`src/rtl/voice_allocator.sv`:
```
// rtl/voice_allocator.sv - polyphonic voice allocator with retrigger and oldest-voice stealing
module voice_allocator #(
  parameter int VOICE_COUNT    = 8,
  parameter int NOTE_WIDTH     = 7,
  parameter int VELOCITY_WIDTH = 7,
  parameter int AGE_WIDTH      = 8
) (
  input  logic                                  clock_50_000_000,
  input  logic                                  reset_l,
  input  logic                                  event_valid,
  output logic                                  event_ready,
  input  logic                                  event_is_on,
  input  logic [NOTE_WIDTH-1:0]                 event_note,
  input  logic [VELOCITY_WIDTH-1:0]             event_velocity,
  input  logic [VOICE_COUNT-1:0]                envelope_end,
  output logic [VOICE_COUNT-1:0]                voice_note_on,
  output logic [VOICE_COUNT-1:0]                voice_note_off,
  output logic [VOICE_COUNT*NOTE_WIDTH-1:0]     voice_note,
  output logic [VOICE_COUNT*VELOCITY_WIDTH-1:0] voice_velocity,
  output logic [VOICE_COUNT-1:0]                voice_active,
  output logic [VOICE_COUNT-1:0]                voice_held,
  output logic                                  steal
);

  localparam int IDX_WIDTH = (VOICE_COUNT > 1) ? $clog2(VOICE_COUNT) : 1;

  typedef enum logic [1:0] {IDLE, SEARCH, ISSUE} ctrl_state_t;
  typedef enum logic [1:0] {V_FREE, V_HELD, V_RELEASING} voice_state_t;

  ctrl_state_t                ctrl_state;
  voice_state_t               voice_state [VOICE_COUNT];
  logic [AGE_WIDTH-1:0]       voice_age   [VOICE_COUNT];

  logic                       ev_on;
  logic [NOTE_WIDTH-1:0]      ev_note;
  logic [VELOCITY_WIDTH-1:0]  ev_velocity;
  logic                       tgt_valid;
  logic                       tgt_on;
  logic [IDX_WIDTH-1:0]       tgt_idx;

  logic                       hit_found, free_found, rel_found, held_found, off_found;
  logic [IDX_WIDTH-1:0]       hit_idx, free_idx, rel_idx, held_idx, off_idx;
  logic [AGE_WIDTH-1:0]       rel_age, held_age;
  logic                       sel_valid, sel_steal;
  logic [IDX_WIDTH-1:0]       sel_idx;

  // Strict '>' on age keeps the lowest index on ties.
  always_comb begin
    hit_found = 1'b0;  hit_idx  = '0;
    free_found = 1'b0; free_idx = '0;
    rel_found = 1'b0;  rel_idx  = '0; rel_age  = '0;
    held_found = 1'b0; held_idx = '0; held_age = '0;
    off_found = 1'b0;  off_idx  = '0;
    for (int k = 0; k < VOICE_COUNT; k++) begin
      if (voice_state[k] != V_FREE && voice_note[k*NOTE_WIDTH +: NOTE_WIDTH] == ev_note && !hit_found) begin
        hit_found = 1'b1;
        hit_idx   = IDX_WIDTH'(k);
      end
      if (voice_state[k] == V_FREE && !free_found) begin
        free_found = 1'b1;
        free_idx   = IDX_WIDTH'(k);
      end
      if (voice_state[k] == V_RELEASING && (!rel_found || voice_age[k] > rel_age)) begin
        rel_found = 1'b1;
        rel_idx   = IDX_WIDTH'(k);
        rel_age   = voice_age[k];
      end
      if (voice_state[k] == V_HELD && (!held_found || voice_age[k] > held_age)) begin
        held_found = 1'b1;
        held_idx   = IDX_WIDTH'(k);
        held_age   = voice_age[k];
      end
      if (voice_state[k] == V_HELD && voice_note[k*NOTE_WIDTH +: NOTE_WIDTH] == ev_note && !off_found) begin
        off_found = 1'b1;
        off_idx   = IDX_WIDTH'(k);
      end
    end

    sel_valid = 1'b0;
    sel_steal = 1'b0;
    sel_idx   = '0;
    if (ev_on) begin
      sel_valid = 1'b1;
      if (hit_found) begin
        sel_idx = hit_idx;
      end else if (free_found) begin
        sel_idx = free_idx;
      end else if (rel_found) begin
        sel_idx   = rel_idx;
        sel_steal = 1'b1;
      end else begin
        sel_idx   = held_idx;
        sel_steal = 1'b1;
      end
    end else begin
      sel_valid = off_found;
      sel_idx   = off_idx;
    end
  end

  always_comb begin
    voice_active = '0;
    voice_held   = '0;
    for (int k = 0; k < VOICE_COUNT; k++) begin
      voice_active[k] = (voice_state[k] != V_FREE);
      voice_held[k]   = (voice_state[k] == V_HELD);
    end
  end

  always_ff @(posedge clock_50_000_000 or negedge reset_l) begin
    if (!reset_l) begin
      ctrl_state     <= IDLE;
      event_ready    <= 1'b1;
      ev_on          <= 1'b0;
      ev_note        <= '0;
      ev_velocity    <= '0;
      tgt_valid      <= 1'b0;
      tgt_on         <= 1'b0;
      tgt_idx        <= '0;
      voice_note_on  <= '0;
      voice_note_off <= '0;
      steal          <= 1'b0;
      voice_note     <= '0;
      voice_velocity <= '0;
      for (int k = 0; k < VOICE_COUNT; k++) begin
        voice_state[k] <= V_FREE;
        voice_age[k]   <= '0;
      end
    end else begin
      voice_note_on  <= '0;
      voice_note_off <= '0;
      steal          <= 1'b0;
      for (int k = 0; k < VOICE_COUNT; k++) begin
        if (voice_state[k] == V_RELEASING && envelope_end[k]) voice_state[k] <= V_FREE;
      end
      case (ctrl_state)
        IDLE: begin
          if (event_valid && event_ready) begin
            ev_on       <= event_is_on && (event_velocity != '0);
            ev_note     <= event_note;
            ev_velocity <= event_velocity;
            event_ready <= 1'b0;
            ctrl_state  <= SEARCH;
          end
        end
        SEARCH: begin
          tgt_valid <= sel_valid;
          tgt_on    <= ev_on;
          tgt_idx   <= sel_idx;
          if (sel_valid) begin
            if (ev_on) voice_note_on  <= VOICE_COUNT'(1) << sel_idx;
            else       voice_note_off <= VOICE_COUNT'(1) << sel_idx;
            steal <= sel_steal;
          end
          ctrl_state <= ISSUE;
        end
        ISSUE: begin
          // These assignments come after the envelope_end release, so the event wins a collision.
          for (int k = 0; k < VOICE_COUNT; k++) begin
            if (tgt_valid && tgt_idx == IDX_WIDTH'(k)) begin
              if (tgt_on) begin
                voice_state[k] <= V_HELD;
                voice_age[k]   <= '0;
                voice_note[k*NOTE_WIDTH +: NOTE_WIDTH]             <= ev_note;
                voice_velocity[k*VELOCITY_WIDTH +: VELOCITY_WIDTH] <= ev_velocity;
              end else begin
                voice_state[k] <= V_RELEASING;
              end
            end else if (tgt_valid && tgt_on && voice_state[k] != V_FREE && voice_age[k] != '1) begin
              voice_age[k] <= voice_age[k] + 1'b1;
            end
          end
          event_ready <= 1'b1;
          ctrl_state  <= IDLE;
        end
        default: begin
          event_ready <= 1'b1;
          ctrl_state  <= IDLE;
        end
      endcase
    end
  end

endmodule

```
`config.mk`:
```
export PLATFORM = sky130hd
export DESIGN_NAME = voice_allocator
export DESIGN_NICKNAME = d
export VERILOG_FILES = /design/src/rtl/voice_allocator.sv
export SDC_FILE = /design/constraint.sdc
export NUM_CORES = 1
export LEC_CHECK = 0
export ABC_AREA = 1
export BUFFER_PORTS_ARGS = -buffer_cell sky130_fd_sc_hd__buf_2
export CAP_MARGIN = 40
export CELL_PAD_IN_SITES_DETAIL_PLACEMENT = 0
export CELL_PAD_IN_SITES_GLOBAL_PLACEMENT = 1
export CORE_MARGIN = 2
export CORE_UTILIZATION = 30
export CTS_CLUSTER_DIAMETER = 200
export CTS_CLUSTER_SIZE = 14
export DETAILED_ROUTE_END_ITERATION = 10
export GPL_TIMING_DRIVEN = 0
export HOLD_SLACK_MARGIN = 0.12
export PLACE_DENSITY = 0.58
export SETUP_SLACK_MARGIN = 0.5
export SYNTH_ARGS = -nofsm -noshare
export SYNTH_HDL_FRONTEND = slang
export SYNTH_SLANG_ARGS = --single-unit
```
`constraint.sdc`:
```
create_clock -name clock_50_000_000 -period 20.6 [get_ports clock_50_000_000]
set_clock_uncertainty 0.05 [all_clocks]
set_input_delay 4.12 -clock clock_50_000_000 [delete_from_list [all_inputs] [get_ports clock_50_000_000]]
set_output_delay 4.12 -clock clock_50_000_000 [all_outputs]
set_load 0.02 [all_outputs]
```
# Word-level counts from Yosys, hierarchy flattened
# Cells that the tools add are included.
# W data, S select, Z words.
[word_totals]
ff_bits = 232
inputBits = 26
output_inout_bits = 146
wordCells = 440
[classes]
n_addsub = 8
n_lt_le_gt_ge = 14
n_eq_ne = 50
n_shift = 1
mux = 143
bitwise = 1
reduce_logical = 180
[ops]
columns = ["cell", "n"]
rows = [
  ["$mux W8", 37],
  ["$gt A8 B8 Y1", 14],
  ["$mux W3", 34],
  ["$logic_and A1 B1 Y1", 86],
  ["$add A8 B1 Y8 const B", 8],
  ["$ne A8 B8 Y1 const B", 8],
  ["$eq A7 B7 Y1", 8],
  ["$mux W1", 51],
  ["$reduce_and A3 Y1", 16],
  ["$mux W2", 18],
  ["$logic_not A1 Y1", 35],
  ["$reduce_bool A2 Y1", 16],
  ["$eq A2 B1 Y1 const B", 9],
  ["$eq A2 B2 Y1 const B", 9],
  ["$logic_not A2 Y1", 9],
  ["$ne A2 B2 Y1 const B", 9],
  ["$mux W16", 1],
  ["$logic_or A1 B1 Y1", 14],
  ["$eq A3 B3 Y1 const B", 4],
  ["$shl A1 B3 Y8 const A", 1],
  ["$reduce_bool A7 Y1", 1],
  ["$eq A3 B2 Y1 const B", 2],
  ["$pmux W2 S2", 1],
  ["$reduce_and A2 Y1", 2],
  ["4 further kinds", 4],
]

# Depth between registers and ports, before layout
# Gate-level depths: netlist of run 1.
[depth]
ltp_word = 38
depth_mapped = 96
ltp_nobuf = 90

# Worst setup path before layout of run 1
# OpenSTA, ideal clock, no wires.
[synth_path]
kind = "flip-flop to flip-flop"
start = "reg voice_state[15] (netlist bit)"
end = "reg voice_note_on[1]"
setup_time_ns = 0.072
arrival_ns = 9.905
required_time_ns = 20.478
setup_slack_ns = 10.572
path_stages_with_launch = 85
n_path_buf = 7
synth_period_minus_slack_ns = 10.028
cell_sequence = "dfrtp_1 -> inv_1 -> nand2_1 -> inv_1 -> buf_2 -> nand2_1 -> ha_1 -> nand2_1 -> nor2_1 -> nand2_1 -> nand2_1 -> nand2_1 -> nand2_1 -> nand2_2 -> buf_4 -> nand2_1 -> o21ai_0 -> ha_1 -> [... 49 more ...] -> inv_1 -> nor2_1 -> nor2_1 -> o21ai_0 -> nand2_1 -> o211ai_1 -> o21ai_0 -> a21boi_2 -> inv_1 -> nand2_1 -> nand2_1 -> nand2_1 -> nand2_1 -> nand2_1 -> nand2_2 -> nand2_4 -> nand3_1 -> nor2_1"
[synth_between]
elab_chain_len = 38
elab_cells_between_ends = 201
classes_between = "order compare: 14; eq/ne: 2; shift: 1; mux: 96; reduce/logical: 88"
[synth_rtl]
columns = ["element", "line_no", "source"]
rows = [
  ["start: declaration", "31", "voice_state_t voice_state [VOICE_COUNT];"],
  ["start signal: indexed assignment", "126", "voice_state[k] <= V_FREE;"],
  ["start signal: indexed assignment", "162", "voice_state[k] <= V_HELD;"],
  ["start signal: indexed assignment", "167", "voice_state[k] <= V_RELEASING;"],
  ["$eq A2 B1 Y1 (*)", "n/a", ""],
  ["via voice_held[0]", "21", "output logic [VOICE_COUNT-1:0] voice_held,"],
  ["$mux W8 or $mux W1 (tied branches)", "68", "if (voice_state[k] == V_HELD && (!held_found || voice_age[k] > held_age)) begin"],
  ["$gt A8 B8 Y1 or $logic_not A1 Y1 (tied branches)", "68", ""],
  ["$logic_or A1 B1 Y1", "68", ""],
  ["$logic_and A1 B1 Y1", "68", ""],
  ["$mux W8 or $mux W1 (tied branches)", "68", ""],
  ["$gt A8 B8 Y1 or $logic_not A1 Y1 (tied branches)", "68", ""],
  ["[... 23 more ...]", "n/a", ""],
  ["$mux W3", "88", "end else if (rel_found) begin"],
  ["$mux W3", "86", "end else if (free_found) begin"],
  ["$mux W3", "84", "if (hit_found) begin"],
  ["$mux W3", "82", "if (ev_on) begin"],
  ["$shl A1 B3 Y8", "151", "if (ev_on) voice_note_on <= VOICE_COUNT'(1) << sel_idx;"],
  ["$mux W8", "151", ""],
  ["$mux W8 (*)", "150", "if (sel_valid) begin"],
  ["$mux W8 (*)", "136", "case (ctrl_state)"],
  ["end signal: assignment", "151", ""],
  ["end: declaration", "16", "output logic [VOICE_COUNT-1:0] voice_note_on,"],
]
# Mark *: on every way through the listed nets, which the timed path passes. The rest lies on a longest branch.
# A chain may end at the register's enable or synchronous reset.

# Final worst setup path of run 1
[layout_path]
start = "reg voice_state[15] (netlist bit)"
end = "reg voice_note_off[3]"
[layout_between]
elab_chain_len = 38
elab_cells_between_ends = 201
classes_between = "order compare: 14; eq/ne: 2; shift: 1; mux: 96; reduce/logical: 88"
[layout_rtl]
columns = ["element", "line_no", "source"]
rows = [
  ["$eq A2 B1 Y1 or $eq A2 B2 Y1 (tied branches)", "68, 73, 63", ""],
  ["$mux W8 (tied with other cells)", "68", ""],
  ["$gt A8 B8 Y1 (tied with other cells)", "68", ""],
  ["$logic_or A1 B1 Y1, on equally long branches", "68, 63", ""],
  ["$logic_and A1 B1 Y1, on equally long branches", "68, 63", ""],
  ["$mux W8 (tied with other cells)", "68", ""],
  ["$gt A8 B8 Y1 (tied with other cells)", "68", ""],
  ["$logic_or A1 B1 Y1, on equally long branches", "68, 63", ""],
  ["[... 22 more ...]", "n/a", ""],
  ["$mux W3", "88", ""],
  ["$mux W3", "86", ""],
  ["$mux W3", "84", ""],
  ["$mux W3", "82", ""],
  ["$shl A1 B3 Y8", "152", "else voice_note_off <= VOICE_COUNT'(1) << sel_idx;"],
  ["$mux W8", "151", ""],
  ["$mux W8 (*)", "150", ""],
  ["$mux W8 (*)", "136", ""],
  ["end signal: assignment", "152", ""],
  ["end: declaration", "17", "output logic [VOICE_COUNT-1:0] voice_note_off,"],
]
# Every way passes the cells marked *; elsewhere a longest branch is shown, timed or not.

==> results_tabular.tex, run 1 <==
\begin{tabular}{lr}
\hline
Metric & Value \\
\hline
\multicolumn{2}{l}{\textbf{CTS}} \\
\quad \# Post-CTS Setup Buffers & 0 \\
\quad Post-CTS sizing & 0 \\
\quad H-Tree Depth & 1 \\
\quad TritonCTS Sinks & roughly 230 \\
\quad Number of buffers created by CTS & 20 \\
\quad Root buffer cell & clkbuf\_16 \\
\quad Number of hold-repair buffers added at the cts stage & 0 \\
\quad Clock tree from TritonCTS & done \\
\quad Maximum number of buffers from clock root to sink & 3 \\
\quad Clock-pin slew on the worst setup and hold paths & 70 ps \\
\quad Clk\_lat worst skew & approximately 530 ps \\
\multicolumn{2}{l}{\textbf{GRT}} \\
\quad Global-route total usage across every layer & 20.12\% \\
\quad Remaining Overflow, GRT & 0 \\
\quad Vias in the first global route & $\sim$14000 \\
\quad Wire length of the first global-routing pass & about 78000 um \\
\quad Number of antenna violations at the first check in global routing & 0 \\
\quad Maximum number of pins on one net before global-route repair & 93 \\
\multicolumn{2}{l}{\textbf{Floorplan}} \\
\quad Cell Rows & 80 \\
\quad Die span in x & between 200 and 250 um \\
\quad Num ports & 172 \\
\quad Core area & 47650 sq um \\
\quad Die footprint & $\sim$50000 sq um \\
\quad Starting utilization of the core area & 30.36\% \\
\quad Die boundary height & approximately 220 um \\
\multicolumn{2}{l}{\textbf{Logic synthesis}} \\
\quad Dominant cell by count in the synthesized netlist & nand2\_1 \\
\quad Number of enable flip-flop cells after synthesis & 0 \\
\quad Number of storage elements in the synthesis netlist & roughly 230 \\
\quad Main synth FF type & dfrtp\_1 \\
\quad Proportion of register bits with asynchronous set or reset after synthesis & 100.0\% \\
\quad Cell type with the highest aggregate area in the netlist & dfrtp\_1 \\
\quad Post-synthesis cell type count & 50 \\
\quad Area of the mapped netlist & 14470 sq um \\
\quad Mapped Nets & roughly 2000 \\
\quad Share of Yosys cell area claimed by the top area cell type & 39.96\% \\
\quad Leading cell types by count after synthesis & nand2\_1 (456), o21ai\_0 (235), dfrtp\_1 (231) \\
\quad Leading post-synthesis cells by cell area & dfrtp\_1 (40\%), nand2\_1 (12\%), ha\_1 (10\%) \\
\quad Cells after Synth & approximately 1900 \\
\quad Post-synthesis sequential area ratio & about two fifths \\
\quad Synthesized area per cell & just under 8 sq um \\
\quad Count of yosys warnings during synthesis & 0 \\
\multicolumn{2}{l}{\textbf{Final layout}} \\
\quad Nets & $\sim$2200 \\
\quad Final-layout fill cell count & approximately 5200 \\
\quad Final instance area & between 15000 and 20000 sq um \\
\quad Fraction of layout cells with a size suffix above 1 & around an eighth \\
\quad Synthesis-to-layout area growth & 15.60\% \\
\multicolumn{2}{l}{\textbf{Timing}} \\
\quad Hold slack & approximately 430 ps \\
\quad Achievable frequency & 76.07 MHz \\
\quad Unrepaired setup endpoints after global routing & no \\
\quad Time the worst path needs with I/O delays and setup & 13150 ps \\
\quad Final Slew Violations & 0 \\
\quad Total negative setup slack & 0 ps \\
\quad Count of final setup violators & 0 \\
\quad Actual transition at the worst max-transition pin & 878.1 ps \\
\quad Fin crit share & about 64\% \\
\quad Max\_slew headroom & 40.72\% \\
\quad Hold violation count in the final report & 0 \\
\multicolumn{2}{l}{\textbf{Power}} \\
\quad Total power density per cell area & $\sim$89 nW/um\^{}2 \\
\quad Worst VDD drop & 52.30 uV \\
\quad Total power draw & about 1.5 mW \\
\quad Static leakage power & between 8 and 9 nW \\
\multicolumn{2}{l}{\textbf{Placement}} \\
\quad Buffers added on ports & approximately 170 \\
\quad Detailed placer's ending HPWL & 39660 um \\
\quad Final weighted congestion of routability-driven global placement & approximately 0.83 \\
\quad Cell Area, Placed & around 16000 sq um \\
\multicolumn{2}{l}{\textbf{Drt}} \\
\quad First-iteration detailed-routing DRC count & 760 \\
\quad Post-route DRC violation count & 0 \\
\quad Routed WL & about 50000 um \\
\quad Antenna-violating nets left & 0 \\
\quad Wire per inst & 18.59 um \\
\quad Via-to-Cell Ratio & 4.898 \\
\quad Number of optimization iterations in the first detailed-route pass & 5 \\
\quad Total vias in the final route & $\sim$13000 \\
\multicolumn{2}{l}{\textbf{Job}} \\
\quad Count of max-cap constraint violations & 0 \\
\multicolumn{2}{l}{\textbf{Worst setup path}} \\
\quad Launching element type of the critical path & flop \\
\quad Setup crit end kind & flop \\
\quad Cell type of the slowest stage on the worst timing path & clkbuf\_1 \\
\quad Cell with the most instances on the worst path & nand2\_1 \\
\quad Worst setup path class & flop to flop \\
\quad Data required time at the worst endpoint & about 21000 ps \\
\quad CP arrival & around 14000 ps \\
\quad Slowest Stage Delay on Critical Path & around 480 ps \\
\quad Largest fanout of any net on the critical path & 10 \\
\multicolumn{2}{l}{\textbf{Run status}} \\
\quad Outcome & finished clean \\
\multicolumn{2}{l}{\textbf{Min path}} \\
\quad Class of the most critical hold timing path & flop to flop \\
\hline
\end{tabular}
-- layout by cell type, fill, tap and decap left out, types with 9 or more instances in the layout --
| cell | count |
|---|---|
| and2_1 | 10 |
| nand2_2 | 9 |
| nand2_1 | 456 |
| nand4_1 | 29 |
| clkbuf_1 | 48 |
| clkbuf_16 | 21 |
| nor2_1 | 146 |
| dfrtp_1 | 231 |
| o21ai_1 | 35 |
| nand3_1 | 59 |
| o21ai_0 | 235 |
| xnor2_1 | 39 |
| xor2_1 | 20 |
| o21a_1 | 14 |
| inv_1 | 187 |
| o211ai_1 | 24 |
| ha_1 | 120 |
| nor3_1 | 42 |
| a21oi_1 | 97 |
| buf_2 | 175 |
| buf_4 | 9 |
-- logic make-up (layout without fill, tap and decap cells) --
| family | after synthesis | after routing | synth area share [%] |
|---|---|---|---|
| simple gates | 785 | 785 | 23.05 |
| compound gates | 430 | 430 | 16.11 |
| buf+inv | 249 | 452 | 6.738 |
| flops | 232 | 232 | 40.14 |
| fa+ha+maj | 120 | 120 | 10.38 |
| xor+xnor | 59 | 59 | 3.572 |
| other cells | 0 | 1 | 0 |
-- final timing paths --
kind                                         from                end  slack, ps  cells past startpoint
worst min-delay path            voice_velocity[0]  voice_velocity[0]        430                      2
min in group asynchronous                 reset_l      voice_age[45]       3450                      1
worst max-delay path              voice_state[15]  voice_note_off[3]       7450                     83
worst min register to register  voice_velocity[0]  voice_velocity[0]        430                      2
worst max register to register    voice_state[15]  voice_note_off[3]       7450                     83
max in group asynchronous                 reset_l     ev_velocity[3]      15770                      3
-- through the flow --
step	utilization, %	setup slack, ps	cells
2_1_floorplan	-	10570	1875
3_3_place_gp	33.77	7695	2661
3_5_place_dp	33.91	7664	2663
4_1_cts	35.09	7626	2693
5_1_grt	35.09	6096	2693
6_report	35.10	7453	2694
-- area by class of cell --
type	instances	area [sq um]	area share, %
Inverter	195	732.0	4.377
Clock buffer	29	555.5	3.322
Tap cell	615	769.5	4.602
Timing Repair Buffer	173	920.9	5.507
Clock inverter	1	8.758	0.05238
Multi-Input combinational cell	1394	7684	45.95
Sequential cell	232	5807	34.73
Buffer	54	242.7	1.452
Antenna cell	1	2.502	0.01496
-- worst max-delay path: cells and delay by family (launching register included) --
family,cells,cell delay (ps)
AOI/OAI and AO/OA,25,3800
adders and majority gates,7,2110
buffers and inverters,11,2580
DFF,1,410
and+or+nand+nor,40,4070
-- layer usage --
metal  share of wire (%)  global-route usage, %  wire length [um]
met5                   0                      0                 0
met4                 2.0                  4.538              1012
met3                 5.9                  4.328              2933
met2                  48                  34.86             23920
met1                  44                  25.68             22210
-- registers in the layout (all words and copies together) (netlist names) --
name,flops
steal,1
voice_age,64
ev_velocity,7
ev_note,7
event_ready,1
voice_velocity,56
voice_state,16
tgt_on,1
tgt_idx,3
ctrl_state,2
voice_note_on,8
tgt_valid,1
ev_on,1
voice_note,56
voice_note_off,8
-- power by group --
part	internal, mW	switching [mW]	total [mW]
clock	0.186	0.181	0.368
sequential	0.499	0.0274	0.527
combinational	0.189	0.396	0.585
Power figures use the tool's default switching activity.
==> run 2: changes to the inputs <==
--- a/config.mk
+++ b/config.mk
@@ -17,7 +17,7 @@
 export DETAILED_ROUTE_END_ITERATION = 10
 export GPL_TIMING_DRIVEN = 0
 export HOLD_SLACK_MARGIN = 0.12
-export PLACE_DENSITY = 0.58
+export PLACE_DENSITY = 0.6
 export SETUP_SLACK_MARGIN = 0.5
 export SYNTH_ARGS = -nofsm -noshare
 export SYNTH_HDL_FRONTEND = slang
==> constraint.sdc (replaced) <==
create_clock -name clock_50_000_000 -period 10.95 [get_ports clock_50_000_000]
set_clock_uncertainty 0.05 [all_clocks]
set_input_delay 2.19 -clock clock_50_000_000 [delete_from_list [all_inputs] [get_ports clock_50_000_000]]
set_output_delay 2.19 -clock clock_50_000_000 [all_outputs]
set_load 0.02 [all_outputs]
==> run 2 against run 1 <==
  * Global-route usage up 0.34 points
  * Total power rose by 110%
  * Largest cell class unchanged
  * Highest routed layer unchanged
  * Sequential cell count unchanged
  * Clock power grew 87%
  * Combinational power is 140% higher
  * Count of clock-buffer cells in the layout did not move
  * Die area stayed put
  * Utilization increased by 5.7 points
  * Non-clock buffer count is 107 higher
==> results_tabular.tex, run 2 (synthesized netlist as in run 1, its figures left out) <==
\begin{tabular}{lr}
\hline
Metric & Value \\
\hline
\multicolumn{2}{l}{\textbf{Final layout}} \\
\quad Final-layout fill cell count & 4857 (was 5209) \\
\quad Most frequent cells in the layout & nand2\_1 (354), dfrtp\_1 (231), inv\_1 (179), o21ai\_0 (178), buf\_2 (172) (was nand2\_1 (456), o21ai\_0 (235), dfrtp\_1 (231), inv\_1 (187), buf\_2 (175)) \\
\quad Max FFs per register & 64 (unchanged) \\
\quad Synthesis-to-layout area growth & 34.23\% (was 15.60\%) \\
\quad Largest register by flop count & voice\_age (unchanged) \\
\quad Multi-input gate area in the final layout & 9256 sq um (was 7684 sq um) \\
\quad FF/Latch Area & 5807 sq um (unchanged) \\
\quad Final non-filler cell total & 2800 (was 2694) \\
\quad Fraction of layout cells with a size suffix above 1 & 29.20\% (was 11.84\%) \\
\quad Regs by FF count & voice\_age: 64 flops, voice\_note: 56 flops, voice\_velocity: 56 flops (unchanged) \\
\quad Most common cell after layout, fill and taps aside & nand2\_1 (unchanged) \\
\quad Number of antenna diodes & 0 (was 1) \\
\quad Nets & 2323 (was 2216) \\
\multicolumn{2}{l}{\textbf{Drt}} \\
\quad Total vias in the final route & 14060 (was 13190) \\
\quad First-iteration detailed-routing DRC count & 700 (was 760) \\
\quad Routed WL & 52870 um (was 50070 um) \\
\quad Wire per inst & 18.88 um (was 18.59 um) \\
\quad Via-to-Cell Ratio & 5.022 (was 4.898) \\
\quad Antenna-violating nets left & 0 (unchanged) \\
\quad Number of optimization iterations in the first detailed-route pass & 4 (was 5) \\
\quad Post-route DRC violation count & 0 (unchanged) \\
\multicolumn{2}{l}{\textbf{Floorplan}} \\
\quad Core area & 47650 sq um (unchanged) \\
\quad Num ports & 172 (unchanged) \\
\quad Die span in x & 223.6 um (unchanged) \\
\quad Cell Rows & 80 (unchanged) \\
\quad Die footprint & 49990 sq um (unchanged) \\
\quad Die boundary height & 223.6 um (unchanged) \\
\quad Starting utilization of the core area & 30.36\% (unchanged) \\
\multicolumn{2}{l}{\textbf{Worst setup path}} \\
\quad Cell type of the slowest stage on the worst timing path & dfrtp\_1 (was clkbuf\_1) \\
\quad Data required time at the worst endpoint & 11350 ps (was 21000 ps) \\
\quad Worst setup path class & flop to flop (unchanged) \\
\quad Slowest Stage Delay on Critical Path & 410 ps (was 480 ps) \\
\quad CP arrival & 10800 ps (was 13550 ps) \\
\quad Cell with the most instances on the worst path & nand2\_2 (was nand2\_1) \\
\quad Largest fanout of any net on the critical path & 7 (was 10) \\
\quad Launching element type of the critical path & flop (unchanged) \\
\quad Setup crit end kind & flop (unchanged) \\
\multicolumn{2}{l}{\textbf{Placement}} \\
\quad DP Worst Slack & -2177 ps (was 7664 ps) \\
\quad Final weighted congestion of routability-driven global placement & 0.8517 (was 0.8265) \\
\quad Buffers added on ports & 171 (unchanged) \\
\quad Inst Count DP & 2663 (unchanged) \\
\quad Detailed placer's ending HPWL & 39410 um (was 39660 um) \\
\multicolumn{2}{l}{\textbf{Power}} \\
\quad Internal power & 1.829 mW (was 0.8753 mW) \\
\quad Total power draw & 3.106 mW (was 1.480 mW) \\
\quad Sequential Power Share & 32.0\% (was 35.6\%) \\
\quad Relative contribution of combinational cells to total power & 45.9\% (was 39.6\%) \\
\quad Clock power share & 22.1\% (was 24.9\%) \\
\quad Switching power summed over all nets & 1.277 mW (was 0.6047 mW) \\
\quad Worst VDD drop & 119.6 uV (was 52.30 uV) \\
\quad Static leakage power & 9.654 nW (was 8.738 nW) \\
\quad Switch share & 41.13\% (was 40.86\%) \\
\quad Total power density per cell area & 160.0 nW/um\^{}2 (was 88.51 nW/um\^{}2) \\
\multicolumn{2}{l}{\textbf{CTS}} \\
\quad Clock tree from TritonCTS & done (unchanged) \\
\quad Clock-pin slew on the worst setup and hold paths & 70 ps (about the same) \\
\quad Maximum number of buffers from clock root to sink & 3 (unchanged) \\
\quad Clk\_lat worst skew & 540 ps (was 530 ps) \\
\quad Number of buffers created by CTS & 20 (unchanged) \\
\quad Root buffer cell & clkbuf\_16 (unchanged) \\
\quad TritonCTS Sinks & 232 (unchanged) \\
\quad H-Tree Depth & 1 (unchanged) \\
\multicolumn{2}{l}{\textbf{Timing}} \\
\quad Fin crit share & 94.93\% (was 63.82\%) \\
\quad Hold slack & 434.2 ps (was 432.0 ps) \\
\quad Total negative setup slack & 0 ps (unchanged) \\
\quad Achievable frequency & 96.20 MHz (was 76.07 MHz) \\
\quad Time the worst path needs with I/O delays and setup & 10400 ps (was 13150 ps) \\
\quad Worst Setup Slack, final & 555.0 ps (was 7453 ps) \\
\quad Hold violation count in the final report & 0 (unchanged) \\
\quad Count of final setup violators & 0 (unchanged) \\
\quad Actual transition at the worst max-transition pin & 854.3 ps (was 878.1 ps) \\
\quad Unrepaired setup endpoints after global routing & yes (was no) \\
\quad Final Slew Violations & 0 (unchanged) \\
\quad Max\_slew headroom & 42.86\% (was 40.72\%) \\
\multicolumn{2}{l}{\textbf{GRT}} \\
\quad Vias in the first global route & 13950 (was 13590) \\
\quad Global-route total usage across every layer & 20.46\% (was 20.12\%) \\
\quad Number of antenna violations at the first check in global routing & 0 (unchanged) \\
\quad Maximum number of pins on one net before global-route repair & 108 (was 93) \\
\quad Remaining Overflow, GRT & 0 (unchanged) \\
\quad GR Util met1 & 26.36\% (was 25.68\%) \\
\quad Wire length of the first global-routing pass & 79780 um (was 77850 um) \\
\quad Global routing met2 resource utilization & 35.14\% (was 34.86\%) \\
\quad Met3 track demand over resource & 4.014\% (was 4.328\%) \\
\quad Most Crowded Layer GR & met2 (unchanged) \\
\multicolumn{2}{l}{\textbf{Job}} \\
\quad Count of max-cap constraint violations & 0 (unchanged) \\
\multicolumn{2}{l}{\textbf{Run status}} \\
\quad Outcome & finished clean (unchanged) \\
\multicolumn{2}{l}{\textbf{Min path}} \\
\quad Class of the most critical hold timing path & flop to flop (unchanged) \\
\hline
\end{tabular}
[run 2: power groups by stage]
| stage | Clock, mW | Sequential, mW | Combinational (mW) |
|---|---|---|---|
| after floorplan | 0 | 1.04 | 0.700 |
| after global placement | 0 | 1.01 | 1.10 |
| after detailed placement | 0 | 1.01 | 1.11 |
| after CTS | 0.712 | 0.992 | 1.23 |
| after global routing | 0.745 | 1.00 | 1.57 |
| final | 0.688 | 0.993 | 1.43 |
[run 2: stage by stage]
| stage | utilization, % | cell area, sq um |
|---|---|---|
| 2_1_floorplan | - | 14470 |
| 3_3_place_gp | 33.77 | 16090 |
| 3_5_place_dp | 33.91 | 16160 |
| 4_1_cts | 36.81 | 17540 |
| 5_1_grt | 40.75 | 19420 |
| 6_report | 40.75 | 19420 |
[run 2: layout make-up]
| cell class | count | area share [%] |
|---|---|---|
| buffer | 54 | 2.030 |
| clock buffer | 29 | 2.861 |
| sequential | 232 | 29.91 |
| clock inverter | 1 | 0.04511 |
| timing repair buffer | 280 | 9.660 |
| tap | 615 | 3.963 |
| inverter | 195 | 3.860 |
| multi-input combinational | 1394 | 47.67 |
[run 2: path summary, 6_finish.rpt]
check                                        from           endpoint  slack [ps]  depth (start not counted)
max in group asynchronous                 reset_l         tgt_idx[2]        8020                          3
worst min register to register  voice_velocity[9]  voice_velocity[9]         430                          2
worst max-delay path              voice_state[15]  voice_note_off[7]         550                         82
worst min-delay path            voice_velocity[9]  voice_velocity[9]         430                          2
worst max register to register    voice_state[15]  voice_note_off[7]         550                         82
min in group asynchronous                 reset_l      voice_age[32]        1520                          1
[run 2: timing repair]
action | CTS | global route
cloned | 4 | 6
pin swaps | 48 | 173
buffers inserted | 44 | 53
gates resized for setup | 166 | 320
hold buffers | 0 | 0
endpoints found under the setup margin | 19 | 19
[run 2: metal layers]
metal | wire length, um | vias to the layer above | share of wire (%)
met2 | 25680 | 269 | 49
met4 | 1430 | 0 | 2.7
met1 | 23160 | 6848 | 44
li1 | - | 6867 | -
met3 | 2599 | 77 | 4.9
met5 | 0 | - | 0
[run 2: worst max-delay path, delay by kind of cell, from the launching register on]
kind                     cells  cell delay (ps)
AO/OA/AOI/OAI               22             2590
adder cells (fa/ha/maj)      7             2180
buffers and inverters       10             1490
flip-flops                   1              410
AND/OR/NAND/NOR             43             3570
